==> src/rtl/screen_pkg.sv <==
// Shared screen-side definitions: the cell drawing FSM encoding, board and
// glyph geometry, and the system-level state used by the top-level FSM that
// sequences scan and cell_draw phases.
package screen_pkg;

    typedef enum logic [1:0] {
        IDLE,
        DRAW,
        DONE,
        REARM
    } cell_draw_state_t;

    typedef enum logic [1:0] {
        SYS_IDLE,
        SYS_SCAN,
        SYS_CELL_DRAW
    } sys_state_t;

    localparam int BOARD_DIM = 9;
    localparam int GLYPH_PX  = 8;

endpackage

==> src/rtl/cell_draw_engine_glyph_rom.sv <==
// digit_glyph_rom: combinational 8x8 digit font.
// Ports:
//   digit [3:0] : digit to render; 0 and 10..15 produce an empty row
//   row   [2:0] : glyph row, 0 = top
//   bits  [7:0] : pixel row, MSB = leftmost pixel
module digit_glyph_rom (
    input  logic [3:0] digit,
    input  logic [2:0] row,
    output logic [7:0] bits
);

    // Each glyph packs its eight rows top-to-bottom, top row in the MSB byte.
    localparam logic [63:0] GLYPH_1 = 64'h1838_1818_1818_7E00;
    localparam logic [63:0] GLYPH_2 = 64'h3C66_060C_3060_7E00;
    localparam logic [63:0] GLYPH_3 = 64'h3C66_061C_0666_3C00;
    localparam logic [63:0] GLYPH_4 = 64'h0C1C_3C6C_7E0C_0C00;
    localparam logic [63:0] GLYPH_5 = 64'h7E60_7C06_0666_3C00;
    localparam logic [63:0] GLYPH_6 = 64'h3C60_7C66_6666_3C00;
    localparam logic [63:0] GLYPH_7 = 64'h7E06_0C18_3030_3000;
    localparam logic [63:0] GLYPH_8 = 64'h3C66_663C_6666_3C00;
    localparam logic [63:0] GLYPH_9 = 64'h3C66_663E_060C_3800;

    logic [63:0] glyph;

    always_comb begin
        glyph = '0;
        case (digit)
            4'd1:    glyph = GLYPH_1;
            4'd2:    glyph = GLYPH_2;
            4'd3:    glyph = GLYPH_3;
            4'd4:    glyph = GLYPH_4;
            4'd5:    glyph = GLYPH_5;
            4'd6:    glyph = GLYPH_6;
            4'd7:    glyph = GLYPH_7;
            4'd8:    glyph = GLYPH_8;
            4'd9:    glyph = GLYPH_9;
            default: glyph = '0;
        endcase
    end

    // Row r lives at bit offset (7-r)*8, i.e. {~r, 3'b000}.
    assign bits = glyph[{~row, 3'b000} +: 8];

endmodule

==> src/rtl/cell_draw_engine.sv <==
// cell_draw_engine: renders one board cell per scanner request into the
// framebuffer as a CELL_PX x CELL_PX square of background colour with a
// centred 8x8 digit glyph in the foreground colour.
//
// Optional build macro: CELL_HIGHLIGHT_EN adds cursor_row/cursor_col inputs
// and parameter HL_COLOR; the cell under the cursor gets HL_COLOR background.
//
// Ports:
//   clk, rst    : clock (rising edge), asynchronous active-high reset
//   start_cell  : request level; accepted once per rising request (REARM)
//   cell_row/col: board position 0..8; larger values set cell_err
//   cell_data   : 0 blank, 1..9 digit, 10..15 drawn as blank
//   fb_we/addr/data, fb_ready : pixel write handshake, held while stalled
//   busy        : high from acceptance through DONE
//   cell_done   : one-cycle completion pulse
//   cell_err    : sticky out-of-range position flag, cleared by rst only
module cell_draw_engine
    import screen_pkg::*;
#(
    parameter int CELL_PX  = 16,
    parameter int BOARD_X0 = 0,
    parameter int BOARD_Y0 = 0,
    parameter int FB_W     = 160,
    parameter int ADDR_W   = 15,
    parameter int PIX_W    = 4,
    parameter logic [PIX_W-1:0] FG_COLOR = 4'hF,
    parameter logic [PIX_W-1:0] BG_COLOR = 4'h0
`ifdef CELL_HIGHLIGHT_EN
    ,
    parameter logic [PIX_W-1:0] HL_COLOR = 4'h3
`endif
) (
    input  logic              clk,
    input  logic              rst,
    input  logic              start_cell,
    input  logic [3:0]        cell_row,
    input  logic [3:0]        cell_col,
    input  logic [3:0]        cell_data,
`ifdef CELL_HIGHLIGHT_EN
    input  logic [3:0]        cursor_row,
    input  logic [3:0]        cursor_col,
`endif
    output logic              fb_we,
    output logic [ADDR_W-1:0] fb_addr,
    output logic [PIX_W-1:0]  fb_data,
    input  logic              fb_ready,
    output logic              busy,
    output logic              cell_done,
    output logic              cell_err
);

    localparam int CW  = $clog2(CELL_PX);
    localparam int AW2 = ADDR_W + 2;
    localparam logic [CW-1:0] OFS  = CW'((CELL_PX - GLYPH_PX) / 2);
    localparam logic [CW-1:0] CMAX = CW'(CELL_PX - 1);

    cell_draw_state_t state, state_next;

    logic [3:0]    row_q, col_q, data_q;
    logic [CW-1:0] cx, cy;

    logic          coord_bad, accept, step, last_px;
    logic [3:0]    src_row, src_col, src_data;
    logic [CW-1:0] nx, ny, rel_x, rel_y;
    logic [2:0]    gx, gy;
    logic          in_win, digit_ok;
    logic [7:0]    glyph_bits;
    logic [AW2-1:0] px_x, px_y, px_addr;
    logic [PIX_W-1:0] bg_color, px_color;

`ifdef CELL_HIGHLIGHT_EN
    logic hl_q, hl_src;
`endif

    assign coord_bad = (cell_row >= 4'(BOARD_DIM)) || (cell_col >= 4'(BOARD_DIM));
    assign last_px   = (cx == CMAX) && (cy == CMAX);

    // ---------------- FSM ----------------
    always_ff @(posedge clk or posedge rst) begin
        if (rst) state <= IDLE;
        else     state <= state_next;
    end

    always_comb begin
        state_next = state;
        busy       = 1'b0;
        cell_done  = 1'b0;
        accept     = 1'b0;
        step       = 1'b0;
        case (state)
            IDLE: begin
                if (start_cell) begin
                    if (coord_bad) begin
                        state_next = DONE;
                    end else begin
                        state_next = DRAW;
                        accept     = 1'b1;
                    end
                end
            end
            DRAW: begin
                // fb_we is high for the whole of DRAW, so fb_ready alone
                // marks a completed pixel.
                busy = 1'b1;
                if (fb_ready) begin
                    step = 1'b1;
                    if (last_px) state_next = DONE;
                end
            end
            DONE: begin
                busy       = 1'b1;
                cell_done  = 1'b1;
                state_next = REARM;
            end
            REARM: begin
                if (!start_cell) state_next = IDLE;
            end
            default: state_next = IDLE;
        endcase
    end

    // ---------------- next pixel to present ----------------
    // In IDLE the first pixel is derived straight from the request so that
    // fb_we/addr/data are valid the cycle after acceptance; afterwards the
    // latched cell and the advanced scan position are used.
    always_comb begin
        if (state == IDLE) begin
            src_row  = cell_row;
            src_col  = cell_col;
            src_data = cell_data;
            nx       = '0;
            ny       = '0;
        end else begin
            src_row  = row_q;
            src_col  = col_q;
            src_data = data_q;
            if (cx == CMAX) begin
                nx = '0;
                ny = cy + 1'b1;
            end else begin
                nx = cx + 1'b1;
                ny = cy;
            end
        end
    end

    assign px_x    = AW2'(BOARD_X0) + AW2'(src_col) * AW2'(CELL_PX) + AW2'(nx);
    assign px_y    = AW2'(BOARD_Y0) + AW2'(src_row) * AW2'(CELL_PX) + AW2'(ny);
    assign px_addr = px_y * AW2'(FB_W) + px_x;

    // Positions left of the window wrap to >= CELL_PX-OFS >= 8, so a single
    // unsigned compare per axis covers both window edges.
    assign rel_x    = nx - OFS;
    assign rel_y    = ny - OFS;
    assign gx       = 3'(rel_x);
    assign gy       = 3'(rel_y);
    assign in_win   = ({1'b0, rel_x} < (CW+1)'(GLYPH_PX)) &&
                      ({1'b0, rel_y} < (CW+1)'(GLYPH_PX));
    assign digit_ok = (src_data != 4'd0) && (src_data <= 4'(BOARD_DIM));

    digit_glyph_rom u_rom (
        .digit (src_data),
        .row   (gy),
        .bits  (glyph_bits)
    );

`ifdef CELL_HIGHLIGHT_EN
    assign hl_src   = (state == IDLE) ? ((cell_row == cursor_row) && (cell_col == cursor_col))
                                      : hl_q;
    assign bg_color = hl_src ? HL_COLOR : BG_COLOR;
`else
    assign bg_color = BG_COLOR;
`endif

    assign px_color = (in_win && digit_ok && glyph_bits[3'd7 - gx]) ? FG_COLOR : bg_color;

    // ---------------- datapath ----------------
    always_ff @(posedge clk or posedge rst) begin
        if (rst) begin
            row_q    <= '0;
            col_q    <= '0;
            data_q   <= '0;
            cx       <= '0;
            cy       <= '0;
            fb_we    <= 1'b0;
            fb_addr  <= '0;
            fb_data  <= '0;
            cell_err <= 1'b0;
        end else begin
            if ((state == IDLE) && start_cell && coord_bad) cell_err <= 1'b1;
            if (accept) begin
                row_q   <= cell_row;
                col_q   <= cell_col;
                data_q  <= cell_data;
                cx      <= '0;
                cy      <= '0;
                fb_we   <= 1'b1;
                fb_addr <= ADDR_W'(px_addr);
                fb_data <= px_color;
            end else if (step) begin
                if (last_px) begin
                    fb_we <= 1'b0;
                    cx    <= '0;
                    cy    <= '0;
                end else begin
                    cx      <= nx;
                    cy      <= ny;
                    fb_addr <= ADDR_W'(px_addr);
                    fb_data <= px_color;
                end
            end
        end
    end

`ifdef CELL_HIGHLIGHT_EN
    always_ff @(posedge clk or posedge rst) begin
        if (rst)         hl_q <= 1'b0;
        else if (accept) hl_q <= hl_src;
    end
`endif

endmodule
==> config.mk <==
export PLATFORM = sky130hd
export DESIGN_NAME = cell_draw_engine
export DESIGN_NICKNAME = d
export VERILOG_FILES = /design/src/rtl/screen_pkg.sv /design/src/rtl/cell_draw_engine_glyph_rom.sv /design/src/rtl/cell_draw_engine.sv
export SDC_FILE = /design/constraint.sdc
export NUM_CORES = 1
export LEC_CHECK = 0
export ABC_CLOCK_PERIOD_IN_PS = 3600
export CAP_MARGIN = 25
export CORE_ASPECT_RATIO = 0.6
export CORE_MARGIN = 3
export CORE_UTILIZATION = 52
export CTS_CLUSTER_SIZE = 16
export DETAILED_ROUTE_END_ITERATION = 10
export GPL_TIMING_DRIVEN = 0
export PLACE_DENSITY = 0.89
export RECOVER_POWER = 100
export SYNTH_ARGS = -nofsm -noshare
export SYNTH_HDL_FRONTEND = slang
export SYNTH_SLANG_ARGS = --single-unit
==> constraint.sdc <==
create_clock -name clk -period 3.6 [get_ports clk]
set_input_delay 0.72 -clock clk [delete_from_list [all_inputs] [get_ports clk]]
set_output_delay 0.72 -clock clk [all_outputs]
set_load 0.005 [all_outputs]
# After elaboration in Yosys (flattened, before gate mapping)
# Memories as Yosys holds them, arrays and structs flattened.
# Cells that the tools add are included.
# word_totals
mem_bits_ro,672
inputBits,16
out_inout_bits,23
ff_bits,43
n_memories,1
# mem_list
memory,depth,word_bits,rd,rd_ports_with_merged_regs,write_ports,line_no,text
(no name shown),16,42,1,0,0,cell_draw_engine_glyph_rom.sv:27,case (digit)
# op_classes
n_reduce_logical,16
n_eq_ne,10
n_mux,38
order_cmp,6
bitwise_logic,1
addsub,8
n_mul,1
shift,1
# ops
cell,n
$mux W4,17
$shiftx A64 B7 Y8,1
$mux W15,3
$add A8 B4 Y9,2
$add A15 B9 Y15,1
$mux W1,11
$mul A9 B3 Y10 const B,1
$mux W2,5
$ne A2 B2 Y1 const B,5
$add A4 B1 Y4 const B,2
$eq A4 B4 Y1 const B,2
$ge A4 B4 Y1 const B,2
$lt A4 B4 Y1 const B,2
$pmux W2 S4,1
$sub A4 B3 Y4 const B,2
$logic_and A1 B1 Y1,7
$eq A2 B2 Y1 const B,2
$le A4 B4 Y1 const B,1
$lt A3 B4 Y1 const B,1
$reduce_and A2 Y1,2
$reduce_and A4 Y1,1
$reduce_bool A2 Y1,2
$reduce_bool A4 Y1,1
$bmux W1 S3,1
other kinds (6),6

# Longest topological paths before layout
# depth
depth_word,13
depth_mapped,17
mapped_depth_nobuf,15

# Hierarchy
# Synthesis repeated with hierarchy kept, for this count alone.
# unflattened
cells_unflattened,393
area_unflattened_um2,3459.6
# by_module_without_submodules
mod,area_per_inst_um2,seq_area_each_um2,n_inst,cells_each
cell_draw_engine,2621.3,1001.0,1,279
digit_glyph_rom,838.3,0.0,1,114

# Worst setup path before layout
# No wires, ideal clock.
# synth_path
path_kind,flip-flop to flip-flop
start,register state[0]
end,register fb_addr[13]
stages_incl_launch_ff,15
path_slack_ns,-0.357
setup_time_ns,0.139
synth_period_minus_slack_ns,3.957
t_required_ns,3.461
t_arrival_ns,3.819
n_path_buf,4
path_cell_list,dfrtp_1 -> inv_1 -> ha_1 -> buf_2 -> buf_2 -> buf_1 -> buf_1 -> mux2_2 -> ha_1 -> fa_1 -> xnor2_1 -> or3b_2 -> nor3_1 -> xnor2_1 -> o21ai_0
# synth_via
elab_chain_cells,8
# synth_rtl
item,line_no,text
"start, declared",cell_draw_engine.sv:57,"cell_draw_state_t state, state_next;"
"start signal, assigned",cell_draw_engine.sv:81,else state <= state_next;
$logic_not A2 Y1,"cell_draw_engine.sv:90, cell_draw_engine.sv:127",
$mux W4,cell_draw_engine.sv:127,if (state == IDLE) begin
$add A8 B4 Y9,cell_draw_engine.sv:148,assign px_y = AW2'(BOARD_Y0) + AW2'(src_row) * AW2'(CELL_PX) + AW2'(ny);
$mul A9 B3 Y10,cell_draw_engine.sv:149,assign px_addr = px_y * AW2'(FB_W) + px_x;
$add A15 B9 Y15,cell_draw_engine.sv:149,
$mux W15,cell_draw_engine.sv:201,if (last_px) begin
$mux W15,cell_draw_engine.sv:200,end else if (step) begin
$mux W15,cell_draw_engine.sv:191,if (accept) begin
"end signal, assigned",cell_draw_engine.sv:198,fb_addr <= ADDR_W'(px_addr);
"end signal, assigned",cell_draw_engine.sv:208,fb_addr <= ADDR_W'(px_addr);
"end, declared",cell_draw_engine.sv:44,"output logic [ADDR_W-1:0] fb_addr,"
# Parallel ways exist; a longest one is shown, timed or not. The select of a mux whose other input is x is not followed.
# A chain may end at the register's enable or synchronous reset.

# Worst setup path after layout
# layout_path
start,register cy[1]
end,register fb_addr[14]
# layout_via
elab_chain_cells,9
# layout_rtl
item,line_no,text
"start, declared",cell_draw_engine.sv:60,"logic [CW-1:0] cx, cy;"
"start signal, assigned",cell_draw_engine.sv:207,cy <= ny;
$add A4 B1 Y4,cell_draw_engine.sv:139,ny = cy + 1'b1;
$mux W4,cell_draw_engine.sv:137,if (cx == CMAX) begin
$mux W4,cell_draw_engine.sv:127,
$add A8 B4 Y9,cell_draw_engine.sv:148,
$mul A9 B3 Y10,cell_draw_engine.sv:149,
$add A15 B9 Y15,cell_draw_engine.sv:149,
$mux W15,cell_draw_engine.sv:201,
$mux W15,cell_draw_engine.sv:200,
$mux W15,cell_draw_engine.sv:191,
# Parallel ways exist; a longest one is shown, timed or not. The select of a mux whose other input is x is not followed.

==> impl_metrics.py <==
metrics = {
    "cells_and_area": {
        "synthToLayoutAreaGrowth_pct": 29.99,
        "postLayoutCellArea_sq_um": 4437,
        "fin_nets": 540,
        "instances_no_fill": 579,
        "n_antenna_cell": 0,
        "drive_gt1_frac": 0.1818,
        "fill_cells": 454,
        "multi_input_area_sq_um": 2419,
        "regArea_sq_um": 1001,
    },
    "routing": {
        "drt-initial-drc-count": 675,
        "totalWireLength_mm": 12.37,
        "antenna_left": 0,
        "vias": 3850,
        "post-route-drc-count": 0,
        "via_per_inst": 6.649,
        "wl_per_cell_microns": 21.37,
        "dr.pass1.iters": 6,
    },
    "clock_network": {
        "cts_sinks": 40,
        "cts-root-buf": "clkbuf_8",
        "cts_buffers": 5,
        "cts_max_path_buffers": 2,
        "tritoncts": "yes",
        "cts_hold_buf": 0,
        "clk_latency_ps": 300,
        "htree_levels": 2,
        "path_clk_slew_ps": 80,
    },
    "synth": {
        "ys_seq_area_frac": 0.2933,
        "yosysUniqueCellTypes": 58,
        "ys_ff_latch": 40,
        "synthesis.instances": 429,
        "syn_avg_cell_area_sq_um": 7.956,
        "synth_fp_nets": 474,
        "netlist_area_sq_um": 3413,
        "synth_top_area_cell": "dfrtp_1",
        "synth-edff-count": 0,
        "ys.flop_type": "dfrtp_1",
        "async_reset_ff_frac": 1.000,
        "yosysWarnings": 0,
        "yosysTopAreaCellShare": 0.2933,
        "synth.area.top_cells": "dfrtp_1 (29%), ha_1 (9.9%), nand2_1 (8.4%), nor2_1 (4.6%), o21ai_0 (4.0%)",
    },
    "placement": {
        "io_buffers": 38,
        "dpl_worst_slack_ps": -555.3,
        "place_congestion": 1.026,
        "dp.cells": 551,
        "dpl.hpwl_mm": 8.208,
        "dpl_cell_area_sq_um": 3909,
    },
    "timing": {
        "slew-limit-headroom": -0.1104,
        "min_period_over_period": 1.024,
        "setup_ws_ps": -87.08,
        "fmax_mhz": 271.2,
        "setup-tns-final_ps": -142.8,
        "period_needed_ps": 3687,
        "skew_ps": 6.954,
        "rsz0062_at_grt": "yes",
        "slew_violations": 41,
        "finalSetupViolCount": 2,
        "max_slew.worst_pin.slew_ps": 1664,
        "hold_viol_final": 0,
    },
    "global_route": {
        "overflow": 0,
        "antenna_found_initial": 0,
        "grt_max_degree": 41,
        "first_global_vias": 3309,
        "grt_use_total": 0.3066,
        "grt_pass1_wl_mm": 18.19,
    },
    "min_path": {
        "hold_path_class": "reg2reg",
        "hold_depth": 2,
    },
    "floorplan": {
        "ios": 39,
        "die_area_sq_um": 7604,
        "die-height_microns": 68.76,
        "fp-row-count": 22,
        "die_w_microns": 110.6,
        "core_sq_um": 6221,
        "initial_core_util": 0.5487,
    },
    "worst_setup_path": {
        "reg2reg_slack_ps": -90,
        "cp_max_fo": 7,
        "r2r_start": "cy[1]$_DFFE_PP0P_",
        "regToRegEndpoint": "fb_addr[14]$_DFFE_PP0P_",
        "end_kind": "register",
        "slowest_stage": "dfrtp_1",
        "cp.arrival_ps": 3860,
        "crit_end": "fb_addr[14]$_DFFE_PP0P_",
        "crit_type": "reg2reg",
        "path_cells": "ha_1 -> nand4_1 -> o22ai_1 -> buf_4 -> ha_4 -> ha_4 -> fa_2 -> a21o_1 -> a21oi_4 -> o21bai_1 -> a21oi_2 -> xnor2_2 -> xnor2_2 -> a21oi_1",
        "cp-startpoint": "cy[1]$_DFFE_PP0P_",
        "slowest_delay_ps": 480,
        "reg2regPathDepth": 14,
        "required_ps": 3770,
        "start_kind": "register",
    },
    "run": {
        "maxCapViolCount": 1,
    },
    "run_status": {
        "violations": "capacitance limit, slew limit, setup timing",
        "status": "finished with violations",
    },
    "power_and_ir_drop": {
        "pwr_density_cell_nw_per_um2": 328.1,
        "ir_worst_vdd_v": 0.0002308,
        "power_leakage_nw": 2.051,
    },
}
-- flip-flops by register name, indices dropped and copies added, names as in the netlist --
signal and count:
col_q 4, cell_err 1, cx 4, cy 4, row_q 4, fb_addr 15, fb_data 1, state 2
fb_we 1, data_q 4
-- final cells by class --
cell class,count,share of cell area
Multi-Input combinational cell,342,0.5451
Buffer,26,0.04230
Sequential cell,40,0.2256
Tap cell,84,0.02369
Timing Repair Buffer,60,0.1230
Clock buffer,7,0.02171
Inverter,20,0.01861
-- what timing repair did --
item	CTS	global route
gates resized for setup	26	30
pin swaps	12	17
setup buffers	6	16
endpoints found under the setup margin	5	3
-- how the worst min path moves through the flow --
stage	from	end	slack (ps)
final	fb_addr[5]$_DFFE_PP0P_	fb_addr[5]$_DFFE_PP0P_	480
after global routing	fb_addr[5]$_DFFE_PP0P_	fb_addr[5]$_DFFE_PP0P_	500
after CTS	col_q[2]$_DFFE_PP0P_	col_q[2]$_DFFE_PP0P_	480
after detailed placement	col_q[2]$_DFFE_PP0P_	col_q[2]$_DFFE_PP0P_	460
after global placement	col_q[1]$_DFFE_PP0P_	col_q[1]$_DFFE_PP0P_	450
after floorplan	col_q[1]$_DFFE_PP0P_	col_q[1]$_DFFE_PP0P_	440
-- power breakdown --
| group | leakage, nW | internal (mW) | total (mW) | switching [mW] |
|---|---|---|---|---|
| clock | 0.0503 | 0.171 | 0.334 | 0.163 |
| combinational | 1.47 | 0.254 | 0.588 | 0.334 |
| sequential | 0.535 | 0.497 | 0.534 | 0.0369 |
| total | 2.05 | 0.921 | 1.46 | 0.534 |
-- layout by cell type, fill, tap and decap left out, drive strengths merged, types with 4 or more instances in the layout --
cell type,count
nand3,9
nand2b,6
inv,19
o21ai,28
a21o,6
nand4,4
dlygate4sd3,22
a21oi,25
nor2,42
buf,31
clkdlybuf4s50,16
nor3,12
ha,27
dfrtp,40
nand2,76
clkbuf,24
xor2,5
mux2i,11
mux2,10
o2111ai,4
and3,4
a31oi,5
xnor2,14
-- logic make-up after synthesis --
kind of cell	after synthesis	synth area share
AND/OR/NAND/NOR	164	0.2078
AO/OA/AOI/OAI	109	0.2108
buffers and inverters	47	0.06232
flip-flops	40	0.2933
adder cells (fa/ha/maj)	29	0.1107
multiplexers	21	0.06635
XOR/XNOR	19	0.04875
-- cells in the mapped netlist (4+ instances only) --
cell type / count
nand2_1: 76
ha_1: 27
xnor2_1: 14
nand4_1: 4
nand3_1: 9
nor2_1: 42
a31oi_1: 5
clkbuf_1: 15
nand2b_1: 6
dfrtp_1: 40
and3_1: 4
mux2i_1: 11
inv_1: 17
o21ai_0: 27
xor2_1: 5
mux2_2: 9
nor3_1: 12
buf_2: 4
a21o_1: 6
o2111ai_1: 4
a21oi_1: 25
-- stage by stage --
step	hold slack (ps)	util	total power, mW
after global placement	453.8	0.6283	1.026
after detailed placement	459.2	0.6283	1.040
after CTS	478.2	0.6683	1.391
after floorplan	441.7	-	0.8614
after global routing	504.6	0.7132	1.521
final	475.1	0.7132	1.456
-- routing by layer --
metal / vias up / part of all wire / GRT usage
met5: - / 0 / 0
met4: 0 / 0.042 / 0.07527
met3: 73 / 0.14 / 0.08021
met2: 334 / 0.40 / 0.4547
met1: 1797 / 0.42 / 0.4467
li1: 1646 / - / -
-- worst max-delay path, delay by kind of cell (launching register included) --
family	cells	cell delay, ps
AOI/OAI and AO/OA	6	1180
adders and majority gates	4	1100
DFF	1	480
xor gates and xnor gates	2	350
and+or+nand+nor	1	240
buffers and inverters	1	200
(Power assumes the default switching activity.)
